===== config.mk =====
export PLATFORM = sky130hd
export DESIGN_NAME = conn_table_lookup_arbiter
export DESIGN_NICKNAME = d
export VERILOG_FILES = /design/src/rtl/conn_table_lookup_arbiter_pkg.sv /design/src/rtl/conn_table_lookup_arbiter_rr.sv /design/src/rtl/conn_table_lookup_arbiter.sv
export SDC_FILE = /design/constraint.sdc
export NUM_CORES = 1
export LEC_CHECK = 0
export ABC_CLOCK_PERIOD_IN_PS = 5300
export BUFFER_PORTS_ARGS = -buffer_cell sky130_fd_sc_hd__buf_2
export CORE_AREA = 2 2 125 127
export DETAILED_ROUTE_END_ITERATION = 12
export DIE_AREA = 0 0 127 129
export HOLD_SLACK_MARGIN = 0.05
export PLACE_DENSITY = 0.71
export SLEW_MARGIN = 5
export SYNTH_ARGS = -nofsm -noshare
export SYNTH_HDL_FRONTEND = slang
export SYNTH_HIERARCHICAL = 1
export SYNTH_SLANG_ARGS = --single-unit

===== constraint.sdc =====
create_clock -name clk -period 5.3 [get_ports clk]
set_input_delay 1.06 -clock clk [delete_from_list [all_inputs] [get_ports clk]]
set_output_delay 1.06 -clock clk [all_outputs]
set_load 0.005 [all_outputs]

===== src/rtl/conn_table_lookup_arbiter_pkg.sv =====
// Shared types and sizes for the connection-config table arbiter.
// Table index is {port_id, vlan}; responses are tagged with their owner.
package conn_tbl_pkg;

    localparam int NUM_PORTS   = 8;
    localparam int PORT_W      = $clog2(NUM_PORTS);
    localparam int VLAN_W      = 12;
    localparam int TBL_ADDR_W  = PORT_W + VLAN_W;
    localparam int DATA_SIZE   = 32;
    localparam int MAX_CFG_RUN = 4;
    localparam int CFG_RUN_W   = $clog2(MAX_CFG_RUN + 1);

    typedef struct packed {
        logic [PORT_W-1:0] port_id;
        logic [VLAN_W-1:0] vlan;
    } conn_addr_t;

    typedef enum logic {
        ST_INIT,
        ST_RUN
    } arb_state_e;

    typedef struct packed {
        logic              valid;
        logic              is_cfg;
        logic [PORT_W-1:0] owner;
    } rsp_tag_t;

endpackage


===== src/rtl/conn_table_lookup_arbiter_rr.sv =====
// Round-robin picker: first request at or after the pointer, upward.
// The pointer moves past the winner only when the grant is enabled.
module rr_arbiter_nports
    import conn_tbl_pkg::*;
#(
    parameter int NUM_PORTS = 8
) (
    input  logic                         clk_i,
    input  logic                         reset_i,
    input  logic [NUM_PORTS-1:0]         req_i,
    input  logic                         en_i,
    output logic [NUM_PORTS-1:0]         gnt_o,
    output logic [$clog2(NUM_PORTS)-1:0] idx_o,
    output logic                         found_o
);

    localparam int IDX_W = $clog2(NUM_PORTS);

    logic [IDX_W-1:0] ptr_q, ptr_d;
    logic [IDX_W-1:0] pick;
    logic             found;

    always_comb begin
        pick  = '0;
        found = 1'b0;
        for (int k = 0; k < NUM_PORTS; k++) begin
            if (!found && req_i[(int'(ptr_q) + k) % NUM_PORTS]) begin
                found = 1'b1;
                pick  = IDX_W'((int'(ptr_q) + k) % NUM_PORTS);
            end
        end
    end

    always_comb begin
        gnt_o = '0;
        ptr_d = ptr_q;
        if (en_i && found) begin
            gnt_o[pick] = 1'b1;
            ptr_d = (int'(pick) == NUM_PORTS - 1) ? '0 : pick + 1'b1;
        end
    end

    assign idx_o   = pick;
    assign found_o = found;

    always_ff @(posedge clk_i or posedge reset_i) begin
        if (reset_i) begin
            ptr_q <= '0;
        end else begin
            ptr_q <= ptr_d;
        end
    end

endmodule


===== src/rtl/conn_table_lookup_arbiter.sv =====
// Shares the single-port connection table between per-port lookups and the
// config path: zero-fill after reset, guarded cfg priority, tagged responses.
module conn_table_lookup_arbiter
    import conn_tbl_pkg::*;
(
    input  logic                        clk,
    input  logic                        reset,
    input  logic [NUM_PORTS-1:0]        lk_valid,
    input  logic [NUM_PORTS*VLAN_W-1:0] lk_vlan,
    output logic [NUM_PORTS-1:0]        lk_ready,
    output logic [NUM_PORTS-1:0]        lk_rvalid,
    output logic [DATA_SIZE-1:0]        lk_rdata,
    input  logic                        cfg_valid,
    input  logic                        cfg_we,
    input  logic [TBL_ADDR_W-1:0]       cfg_addr,
    input  logic [DATA_SIZE-1:0]        cfg_wdata,
    output logic                        cfg_ready,
    output logic                        cfg_rvalid,
    output logic [DATA_SIZE-1:0]        cfg_rdata,
    output logic                        init_done,
    output logic                        mem_en,
    output logic                        mem_we,
    output logic [TBL_ADDR_W-1:0]       mem_addr,
    output logic [DATA_SIZE-1:0]        mem_wdata,
    input  logic [DATA_SIZE-1:0]        mem_rdata
);

    arb_state_e            state_q, state_d;
    logic [TBL_ADDR_W-1:0] init_cnt_q, init_cnt_d;
    logic                  init_done_q, init_done_d;
    logic [CFG_RUN_W-1:0]  run_q, run_d;
    rsp_tag_t              tag0_q, tag0_d, tag1_q;
    logic [DATA_SIZE-1:0]  rdata_q;

    logic                  running;
    logic                  any_lk;
    logic                  cfg_win;
    logic                  lk_en;
    logic [NUM_PORTS-1:0]  lk_gnt;
    logic [PORT_W-1:0]     lk_idx;
    logic                  lk_found;
    conn_addr_t            lk_addr;

    assign running = (state_q == ST_RUN);
    assign any_lk  = |lk_valid;
    assign cfg_win = cfg_valid && (!any_lk || run_q < CFG_RUN_W'(MAX_CFG_RUN));
    assign lk_en   = running && !cfg_win;

    rr_arbiter_nports #(
        .NUM_PORTS(NUM_PORTS)
    ) u_rr (
        .clk_i  (clk),
        .reset_i(reset),
        .req_i  (lk_valid),
        .en_i   (lk_en),
        .gnt_o  (lk_gnt),
        .idx_o  (lk_idx),
        .found_o(lk_found)
    );

    assign lk_ready  = lk_gnt;
    assign cfg_ready = running && cfg_win;

    assign lk_addr.port_id = lk_idx;
    assign lk_addr.vlan    = lk_vlan[lk_idx*VLAN_W +: VLAN_W];

    always_comb begin
        state_d     = state_q;
        init_cnt_d  = init_cnt_q;
        init_done_d = init_done_q;
        run_d       = run_q;
        tag0_d      = '0;
        mem_en      = 1'b0;
        mem_we      = 1'b0;
        mem_addr    = '0;
        mem_wdata   = '0;
        unique case (state_q)
            ST_INIT: begin
                // keep the RAM quiet while reset is still held
                mem_en     = !reset;
                mem_we     = !reset;
                mem_addr   = init_cnt_q;
                init_cnt_d = init_cnt_q + 1'b1;
                if (&init_cnt_q) begin
                    state_d     = ST_RUN;
                    init_done_d = 1'b1;
                end
            end
            ST_RUN: begin
                if (cfg_ready) begin
                    mem_en        = 1'b1;
                    mem_we        = cfg_we;
                    mem_addr      = cfg_addr;
                    mem_wdata     = cfg_wdata;
                    tag0_d.valid  = !cfg_we;
                    tag0_d.is_cfg = 1'b1;
                end else if (lk_found) begin
                    mem_en       = 1'b1;
                    mem_addr     = lk_addr;
                    tag0_d.valid = 1'b1;
                    tag0_d.owner = lk_idx;
                end
                if (cfg_ready && any_lk) begin
                    if (run_q != CFG_RUN_W'(MAX_CFG_RUN)) begin
                        run_d = run_q + 1'b1;
                    end
                end else begin
                    run_d = '0;
                end
            end
            default: ;
        endcase
    end

    always_ff @(posedge clk or posedge reset) begin
        if (reset) begin
            state_q     <= ST_INIT;
            init_cnt_q  <= '0;
            init_done_q <= 1'b0;
            run_q       <= '0;
            tag0_q      <= '0;
            tag1_q      <= '0;
            rdata_q     <= '0;
        end else begin
            state_q     <= state_d;
            init_cnt_q  <= init_cnt_d;
            init_done_q <= init_done_d;
            run_q       <= run_d;
            tag0_q      <= tag0_d;
            tag1_q      <= tag0_q;
            if (tag0_q.valid) begin
                rdata_q <= mem_rdata;
            end
        end
    end

    assign init_done  = init_done_q;
    assign lk_rvalid  = (tag1_q.valid && !tag1_q.is_cfg)
                      ? (NUM_PORTS'(1) << tag1_q.owner) : '0;
    assign cfg_rvalid = tag1_q.valid && tag1_q.is_cfg;
    assign lk_rdata   = rdata_q;
    assign cfg_rdata  = rdata_q;

endmodule


## Yosys cells after proc, flatten, opt, wreduce, memory -nomap -nowiden

Index checks and enable logic that the tools add are counted.

- Bits in registers: 65
- Input port bits: 187
- Output and inout bits: 132

- Add/subtract/negate cells: 10
- Multipliers: 1
- $lt $le $gt $ge: 11
- Equal/unequal tests: 3
- Shifts and indexed selects: 2
- Muxes and demuxes: 63
- Bitwise logic cells: 8
- Reductions and logical operators: 39

Operators by type and width:

| operator | count |
|---|---|
| indexed part select 96 x 8 -> 12 bit | 1 |
| 2-to-1 mux 32 bit | 2 |
| 2-to-1 mux 3 bit | 13 |
| < comparator 4 x 5 -> 1 bit, second input constant | 7 |
| 2-to-1 mux 1 bit | 31 |
| 2-to-1 mux 15 bit | 2 |
| one-hot mux 15 bit (2 select lines) | 1 |
| binary-select mux 1 bit (select 3 bit) | 8 |
| OR reduction 3 bit | 7 |
| 2-to-1 mux 8 bit | 2 |
| AND reduction 16 bit | 1 |
| adder 15 x 1 -> 15 bit, second input constant | 1 |
| logical AND 1 bit | 15 |
| AND reduction 15 bit | 1 |
| adder 3 bit, second input constant | 4 |
| zero test 1 bit | 12 |
| adder 3 x 1 -> 3 bit, second input constant | 3 |
| < comparator 3 x 4 -> 1 bit, second input constant | 2 |
| OR reduction 8 bit | 1 |
| left shift 1 x 3 -> 8 bit, first input constant | 1 |
| bitwise AND 1 bit, first input constant | 7 |
| adder 3 x 2 -> 3 bit, second input constant | 2 |
| multiplier 3 x 2 -> 5 bit, second input constant | 1 |
| 2-to-1 mux 5 bit | 1 |
| other kinds (10) | 11 |

## Longest topological paths before layout

Gate-level depths: netlist (run 1).

- Depth in word-level cells: 31
- Mapped depth: 17
- Mapped depth without buffers: 11

## Hierarchy

The synthesis (run 1) kept the hierarchy.

By module, submodules not included:

| module | instances | cells each | area each (µm²) | seq. area each (µm²) |
|---|---|---|---|---|
| conn_table_lookup_arbiter | 1 | 328 | 3987.6 | 1551.5 |
| rr_arbiter_nports | 1 | 141 | 1244.9 | 75.1 |

## Worst setup path after synthesis (run 1)

OpenSTA, ideal clock, no wires.

- Path type: register -> output
- Start: reg u_rr.ptr_q[1]
- End: out mem_addr[0]
- Data arrival time: 4.641 ns
- Data required time: 4.240 ns
- Slack: -0.401 ns
- Stages on the path, launching flop included: 17
- Buffers on the path: 6
- Cell sequence: dfrtp_1 > buf_4 > buf_2 > inv_1 > ha_1 > buf_6 > mux4_2 > mux2_2 > or3_1 > o211ai_1 > a221o_1 > buf_2 > clkbuf_1 > clkbuf_1 > mux4_2 > mux2_2 > a221o_1

- Cells in the longest elaborated chain, start to end: 29
- Elaborated cells on any way between the ends: 65
- Those cells by class: add/sub (7); mul (1); shift (1); mux (42); reduce/logical (14)

Ends and longest elaborated chain:

| element | RTL line | RTL |
|---|---|---|
| from (decl) | conn_table_lookup_arbiter_rr.sv:19 | `logic [IDX_W-1:0] ptr_q, ptr_d;` |
| from (signal assigned) | conn_table_lookup_arbiter_rr.sv:50 | `ptr_q <= ptr_d;` |
| adder 3 x 1 -> 3 bit / binary-select mux 1 bit (select 3 bit) (equally long branches) | conn_table_lookup_arbiter_rr.sv:27, conn_table_lookup_arbiter_rr.sv:29 |  |
| binary-select mux 1 bit (select 3 bit) / 2-to-1 mux 1 bit (equally long branches) | conn_table_lookup_arbiter_rr.sv:27 | `if (!found && req_i[(int'(ptr_q) + k) % NUM_PORTS]) begin` |
| 2-to-1 mux 1 bit (not written as such) | conn_table_lookup_arbiter_rr.sv:27 |  |
| 2-to-1 mux 1 bit (not written as such) / zero test 1 bit (equally long branches) | conn_table_lookup_arbiter_rr.sv:27 |  |
| logical AND 1 bit | conn_table_lookup_arbiter_rr.sv:27 |  |
| 2-to-1 mux 1 bit | conn_table_lookup_arbiter_rr.sv:27 |  |
| zero test 1 bit | conn_table_lookup_arbiter_rr.sv:27 |  |
| logical AND 1 bit | conn_table_lookup_arbiter_rr.sv:27 |  |
| [14 not listed] | n/a |  |
| logical AND 1 bit | conn_table_lookup_arbiter_rr.sv:27 |  |
| 2-to-1 mux 3 bit * | conn_table_lookup_arbiter_rr.sv:27 |  |
| named net lk_idx[1] | conn_table_lookup_arbiter.sv:40 | `logic [PORT_W-1:0] lk_idx;` |
| multiplier 3 x 2 -> 5 bit * | conn_table_lookup_arbiter.sv:65 | `assign lk_addr.vlan = lk_vlan[lk_idx*VLAN_W +: VLAN_W];` |
| indexed part select 96 x 8 -> 12 bit * | conn_table_lookup_arbiter.sv:65 |  |
| 2-to-1 mux 15 bit * | conn_table_lookup_arbiter.sv:97 | `end else if (lk_found) begin` |
| 2-to-1 mux 15 bit * | conn_table_lookup_arbiter.sv:90 | `if (cfg_ready) begin` |
| one-hot mux 15 bit (2 select lines) * | conn_table_lookup_arbiter.sv:77 | `unique case (state_q)` |
| to (decl) | conn_table_lookup_arbiter.sv:23 | `output logic [TBL_ADDR_W-1:0] mem_addr,` |

Mark *: on every way through the listed nets, which the timed path passes. The rest lies on a longest branch. The select of a mux whose other input is x is not followed.

## Worst setup path after layout (run 1)

- Start: reg u_rr.ptr_q[0]
- End: out mem_addr[6]

The elaborated chain is that of the path after synthesis.

==> flow_metrics.env, run 1 <==
export IMPL_path_cells="inv_2 -> ha_4 -> buf_12 -> mux2i_2 -> mux4_2 -> a221o_1 -> and2_4 -> a211oi_2 -> a221o_2 -> buf_12 -> mux4_1 -> mux2_2 -> a221o_1 -> buf_2"
export IMPL_netlist_instances=469
export IMPL_synth_top_area_share_pct=31.1
export IMPL_period_share_pct=101
export IMPL_synth_nets=661
export IMPL_gp_congestion=0.920
export IMPL_drive_above_1_share_pct=57.5
export IMPL_cp_slowest_stage_delay_ns=0.54
export IMPL_worst_hold_path_type="flip-flop to flip-flop"
export IMPL_slew_headroom_pct=34.8
export IMPL_overflow=0
export IMPL_cp_required_ns=4.24
export IMPL_synth_area_leader_cell="dfrtp_1"
export IMPL_cap_violations=0
export IMPL_post_route_min_period_ns=5.35
export IMPL_cts_tree="done"
export IMPL_ctsLongestPathBuffers=2
export IMPL_fin_worst_skew_ns=0.00976
export IMPL_cts_inserted_buffers=9
export IMPL_worst_pin_slew_ns=0.978
export IMPL_hold_violations=0
export IMPL_grt_usage_pct=18.2
export IMPL_grt_start_max_net_pins=63
export IMPL_routed_via_density=5.12
export IMPL_cpMaxStageDelayCell="mux4_1"
export IMPL_rows=45
export IMPL_synth_async_reset_ratio_pct=100
export IMPL_yosysSeqAreaShare_pct=31.1
export IMPL_synth_most_common_cell="dfrtp_1"
export IMPL_h_tree_depth=3
export IMPL_fin_tns_setup_ns=-0.154
export IMPL_endpoint_kind="output pin"
export IMPL_grt_antenna_before_repair=0
export IMPL_die_x_um=127
export IMPL_io_pins=319
export IMPL_yosys_warnings=6
export IMPL_clock_latency_ns=0.33
export IMPL_slew_viol_final=0
export IMPL_crit_fanout=8
export IMPL_whs_ns=0.341
export IMPL_die_y_um=129
export IMPL_rsz0062_at_grt="true"
export IMPL_clkSinkCount=65
export IMPL_cts_reportedPaths_clkPinSlew_ns=0.06
export IMPL_cts_root_buf="clkbuf_16"
export IMPL_num_antenna_cells=0
export IMPL_nets=961
export IMPL_nFillCells=1397
export IMPL_critPathLaunchType="flip-flop"
export IMPL_wl_mm=16.2
export IMPL_synth_common_cells="dfrtp_1 (65), and2_1 (38), buf_4 (34), mux2_1 (30), mux2_2 (23)"
export IMPL_synth_edf_count=0
export IMPL_drc=0
export IMPL_path_class="flip-flop to output pin"
export IMPL_ir_worst_vdd_mv=0.166
export IMPL_violations="negative setup slack"
export IMPL_syn_area_sq_um=5230
export IMPL_drtIter0Drc=360
export IMPL_dieArea_sq_um=16400
export IMPL_grt_pass1_vias=4568
export IMPL_power_density_nw_per_um2=237
export IMPL_syn_to_final_growth_pct=40.4
export IMPL_avgSynthCellArea_sq_um=11.2
export IMPL_dp_hpwl_mm=12.4
export IMPL_drt_first_pass_iters=5
export IMPL_synth_ff_type="dfrtp_1"
export IMPL_postCtsHoldBufs=0
export IMPL_wire_per_inst_um=16.9
export IMPL_coreArea_sq_um=15000
export IMPL_start_util_pct=34.9
export IMPL_via_count=4928
export IMPL_ys_types=60
export IMPL_grt_pass1_wl_mm=23.2
export IMPL_fmax_mhz=187
export IMPL_fin_ws_ns=-0.0453
export IMPL_power_mw=1.74
export IMPL_synthTopCellsByArea="dfrtp_1 (31%), mux4_1 (9.5%), mux4_2 (7.3%)"
export IMPL_cellLeakagePower_nw=3.96
export IMPL_ant_nets=0
export IMPL_setup_violations=6
export IMPL_arrival_ns=4.29
export IMPL_status="finished with violations"
export IMPL_synth_seq_cells=65
export IMPL_numPortBuffers=318
[sequential cells by signal, summed over array words and instances (netlist names)]
register	cells
run_q	3
init_done	1
tag0_q	5
init_cnt_q	15
running	1
u_rr/ptr_q	3
cfg_rdata	32
tag1_q	5
[area by class of cell]
cell class | instances | area [sq um] | area share (%)
clock buffer | 9 | 225 | 3.07
timing repair buffer | 352 | 1960 | 26.7
tap | 188 | 235 | 3.20
sequential | 65 | 1630 | 22.1
inverter | 12 | 45.0 | 0.613
multi-input combinational | 329 | 3170 | 43.2
clock inverter | 7 | 77.6 | 1.06
[worst max-delay path, delay by kind of cell (launching register included)]
| kind | cells | cell delay, ns |
|---|---|---|
| AO/OA/AOI/OAI | 4 | 1.17 |
| adder cells (fa/ha/maj) | 1 | 0.21 |
| buffers and inverters | 4 | 0.54 |
| flip-flops | 1 | 0.39 |
| multiplexers | 4 | 1.47 |
| AND/OR/NAND/NOR | 1 | 0.17 |
[report_power, final]
part / leakage (nW) / switching, mW / internal (mW)
clock network: 0.146 / 0.230 / 0.368
registers: 0.889 / 0.00259 / 0.498
logic: 2.92 / 0.272 / 0.371
[timing repair]
action,4_1_cts,5_1_grt
endpoints found under the setup margin,12,12
cloned,2,1
resized for setup,16,30
pin swaps,2,8
setup buffers,4,5
[path summary, 6_finish.rpt]
check | depth (start not counted) | slack [ns] | to | from
worst min-delay path | 0 | 0.34 | tag1_q[1] | tag0_q[1]
min in group asynchronous | 2 | 0.61 | u_rr/ptr_q[2] | reset
worst max-delay path | 14 | -0.05 | mem_addr[6] | u_rr/ptr_q[0]
max in group asynchronous | 3 | 3.75 | cfg_rdata[30] | reset
worst min register to register | 0 | 0.34 | tag1_q[1] | tag0_q[1]
worst max register to register | 12 | 1.93 | tag0_q[0] | u_rr/ptr_q[0]
[layer usage]
metal	vias to the layer above	share of wire [%]	GRT usage (%)
met2	294	50	31.6
met3	29	7.7	3.41
li1	2305	-	-
met4	0	2.2	6.79
met1	2300	40	22.8
met5	-	0	0
[through the flow]
step	worst slack, ns	cell area (sq um)	cells	util (%)
4_1_cts	-0.0249	7280	956	48.6
2_1_floorplan	0.0116	5260	469	-
3_5_place_dp	-0.0382	6860	934	45.8
5_1_grt	-0.147	7350	962	49.0
6_report	-0.0453	7350	962	49.0
3_3_place_gp	0.0275	6860	934	45.8
[cells in the final DEF (no fill, tap or decap), types with 6 or more instances in the layout]
cell	netlist	routed
a21oi_1	7	7
a221o_1	18	17
and2_1	38	38
buf_2	12	310
buf_4	34	33
clkbuf_16	0	11
dfrtp_1	65	65
inv_1	11	8
mux2_1	30	30
mux2_2	23	17
mux2_4	0	6
mux2i_1	16	15
mux4_2	17	32
nand2_1	16	16
nand3_1	12	12
nor2_1	20	20
nor2b_1	20	19
nor3_1	6	6
o21ai_0	6	6
xnor2_1	12	12
xor2_1	7	7
[cell families (layout without fill, tap and decap cells)]
kind of cell	count (synthesis)	count (layout)	synth area share (%)
AO/OA/AOI/OAI	58	58	8.78
multiplexers	105	105	31.3
buffers and inverters	75	380	8.90
flip-flops	65	65	31.1
adder cells (fa/ha/maj)	5	5	1.20
XOR/XNOR	19	19	3.18
AND/OR/NAND/NOR	142	142	15.5
Power figures use the tool's default switching activity.
==> run 2, diff against run 1 <==
ABC_CLOCK_PERIOD_IN_PS = 5280   (was 5300)
CAP_MARGIN = 15   (was default)
CELL_PAD_IN_SITES_DETAIL_PLACEMENT = 1   (was default)
CELL_PAD_IN_SITES_GLOBAL_PLACEMENT = 1   (was default)
CORE_AREA = default   (was 2 2 125 127)
CORE_MARGIN = 1.5   (was default)
CORE_UTILIZATION = 32   (was default)
DIE_AREA = default   (was 0 0 127 129)
PLACE_DENSITY = 0.83   (was 0.71)
clock period = 5.28 ns   (was 5.3 ns; I/O delays follow)
==> run 2 against run 1 <==
Compared with the run above:
- the run still ends with negative setup slack left
- hold slack better by 0.0013 ns
- critical path depth down 1
- critical path type is now primary input to output pin
- largest power group unchanged
- setup slack worse by 0.10 ns
- clock power up 7.5%
- register-to-register slack worse by 0.11 ns
- sequential cell count unchanged
- combinational power up 8.7%
- die area up 4.5%
==> flow_metrics.env, run 2 (synthesized netlist as in run 1, its figures left out) <==
export IMPL_status="finished with violations"
export IMPL_violations="negative setup slack"
export IMPL_fin_worst_skew_ns=0.00840
export IMPL_h_tree_depth=3
export IMPL_cts_inserted_buffers=9
export IMPL_placedCellCount=961
export IMPL_hold_violations=0
export IMPL_final_area_sq_um=7450
export IMPL_largest_register_ffs=32
export IMPL_reg2reg_slack_ns=1.82
export IMPL_coreArea_sq_um=15900
export IMPL_post_dp_cell_area_sq_um=6890
export IMPL_slew_headroom_pct=31.7
export IMPL_cp_slowest_stage_delay_ns=0.51
export IMPL_drive_above_1_share_pct=58.8
export IMPL_rows=46
export IMPL_grt_pass1_wl_mm=28.9
export IMPL_final_cells=993
export IMPL_cp_required_ns=4.22
export IMPL_nets=964
export IMPL_io_pins=319
export IMPL_setup_violations=12
export IMPL_grt_met2_usage_pct=40.7
export IMPL_syn_to_final_growth_pct=42.4
export IMPL_critPathLaunchType="primary input"
export IMPL_postCtsHoldBufs=0
export IMPL_grt_antenna_before_repair=1
export IMPL_die_x_um=131
export IMPL_drtIter0Drc=293
export IMPL_dieArea_sq_um=17100
export IMPL_cap_violations=0
export IMPL_fin_tns_setup_ns=-0.895
export IMPL_fmax_mhz=184
export IMPL_wire_per_inst_um=20.6
export IMPL_power_mw=1.84
export IMPL_grt_busiest_layer="met2"
export IMPL_mostFrequentLayoutCells="buf_2 (312), dfrtp_1 (65), and2_1 (38)"
export IMPL_rsz0062_at_grt="true"
export IMPL_via_count=5195
export IMPL_clkSinkCount=65
export IMPL_dp_hpwl_mm=15.2
export IMPL_ir_worst_vdd_mv=0.151
export IMPL_cts_root_buf="clkbuf_16"
export IMPL_cts_tree="done"
export IMPL_drc=0
export IMPL_ctsLongestPathBuffers=2
export IMPL_grt_start_max_net_pins=63
export IMPL_period_share_pct=103
export IMPL_cpMaxStageDelayCell="mux4_2"
export IMPL_layout_commonest_cell="buf_2"
export IMPL_ant_nets=0
export IMPL_power_density_nw_per_um2=248
export IMPL_fin_ws_ns=-0.150
export IMPL_grtUsageMet3_pct=4.72
export IMPL_overflow=0
export IMPL_start_util_pct=32.8
export IMPL_wl_mm=20.4
export IMPL_endpoint_kind="output pin"
export IMPL_die_y_um=131
export IMPL_arrival_ns=4.37
export IMPL_post_route_min_period_ns=5.43
export IMPL_grtUsageMet1_pct=25.9
export IMPL_drt_first_pass_iters=4
export IMPL_worst_hold_path_type="flip-flop to flip-flop"
export IMPL_path_class="primary input to output pin"
export IMPL_slew_viol_final=0
export IMPL_crit_fanout=9
export IMPL_grt_usage_pct=22.4
export IMPL_worst_pin_slew_ns=1.02
export IMPL_grt_pass1_vias=5355
export IMPL_clock_latency_ns=0.32
export IMPL_path_cells="buf_2 -> mux4_2 -> mux2_4 -> a31oi_4 -> and2_4 -> a211oi_2 -> a221o_2 -> buf_12 -> buf_12 -> mux4_2 -> mux2_4 -> a221o_1 -> buf_2"
export IMPL_cellLeakagePower_nw=3.98
export IMPL_gp_congestion=0.895
export IMPL_numPortBuffers=318
export IMPL_cts_reportedPaths_clkPinSlew_ns=0.06
export IMPL_routed_via_density=5.23
## run 2: changes by cell type in the layout (fill, tap and decap cells not counted), moves of 2 or more
| cell | previous run | this run |
|---|---|---|
| mux2_2 | 17 | 13 |
| mux2_4 | 6 | 10 |
| mux4_1 | 4 | 1 |
| mux4_2 | 32 | 35 |
| buf_2 | 310 | 312 |
| buf_6 | 3 | 5 |
| clkinv_4 | 2 | 0 |
| clkinvlp_4 | 1 | 3 |
## run 2: final timing paths
| path | from | to | depth (start not counted) |
|---|---|---|---|
| hold / removal | tag0_q[1] | tag1_q[1] | 0 |
| setup reg to reg | u_rr/ptr_q[1] | tag0_q[0] | 12 |
| min in group asynchronous | reset | u_rr/ptr_q[2] | 2 |
| hold reg to reg | tag0_q[1] | tag1_q[1] | 0 |
| setup / recovery | lk_valid[3] | mem_addr[6] | 13 |
| max in group asynchronous | reset | cfg_rdata[23] | 3 |
## run 2: report_power, final
part	internal (mW)	switching, mW
Clock	0.412	0.230
Sequential	0.500	0.00276
Combinational	0.390	0.310
## run 2: critical path, delay by kind of cell
| family | cells | cell delay, ns |
|---|---|---|
| mux | 4 | 1.59 |
| simple gates | 1 | 0.20 |
| buf+inv | 4 | 0.56 |
| compound gates | 4 | 0.96 |
## run 2: area by class of cell
| type | instances | area (sq um) |
|---|---|---|
| diodes | 1 | 2.50 |
| clock buffers | 9 | 225 |
| clock inverters | 6 | 91.3 |
| fillers | 1895 | 8490 |
| inverters | 12 | 45.0 |
| multi-input cells | 329 | 3200 |
| flip-flops and latches | 65 | 1630 |
| well taps | 216 | 270 |
| repair buffers | 355 | 1990 |
## run 2: metal layers
layer,vias to the layer above,wire length [um]
met3,39,1470
met5,-,0
met1,2570,7720
li1,2303,-
met2,283,10700
met4,0,513
## run 2: timing repair
item / CTS / global route
cloned: 2 / 1
pin swaps: 3 / 11
gates resized for setup: 27 / 32
setup endpoints to repair: 12 / 12
buffers inserted: 12 / 3
## run 2: metrics by stage
stage          setup WS (ns)  hold slack (ns)  utilization [%]
4_1_cts              -0.0572            0.347             46.5
3_3_place_gp          0.0174            0.333             43.2
2_1_floorplan         0.0136            0.331                -
5_1_grt               -0.250            0.350             46.7
3_5_place_dp         -0.0854            0.336             43.2
6_report              -0.150            0.343             46.7
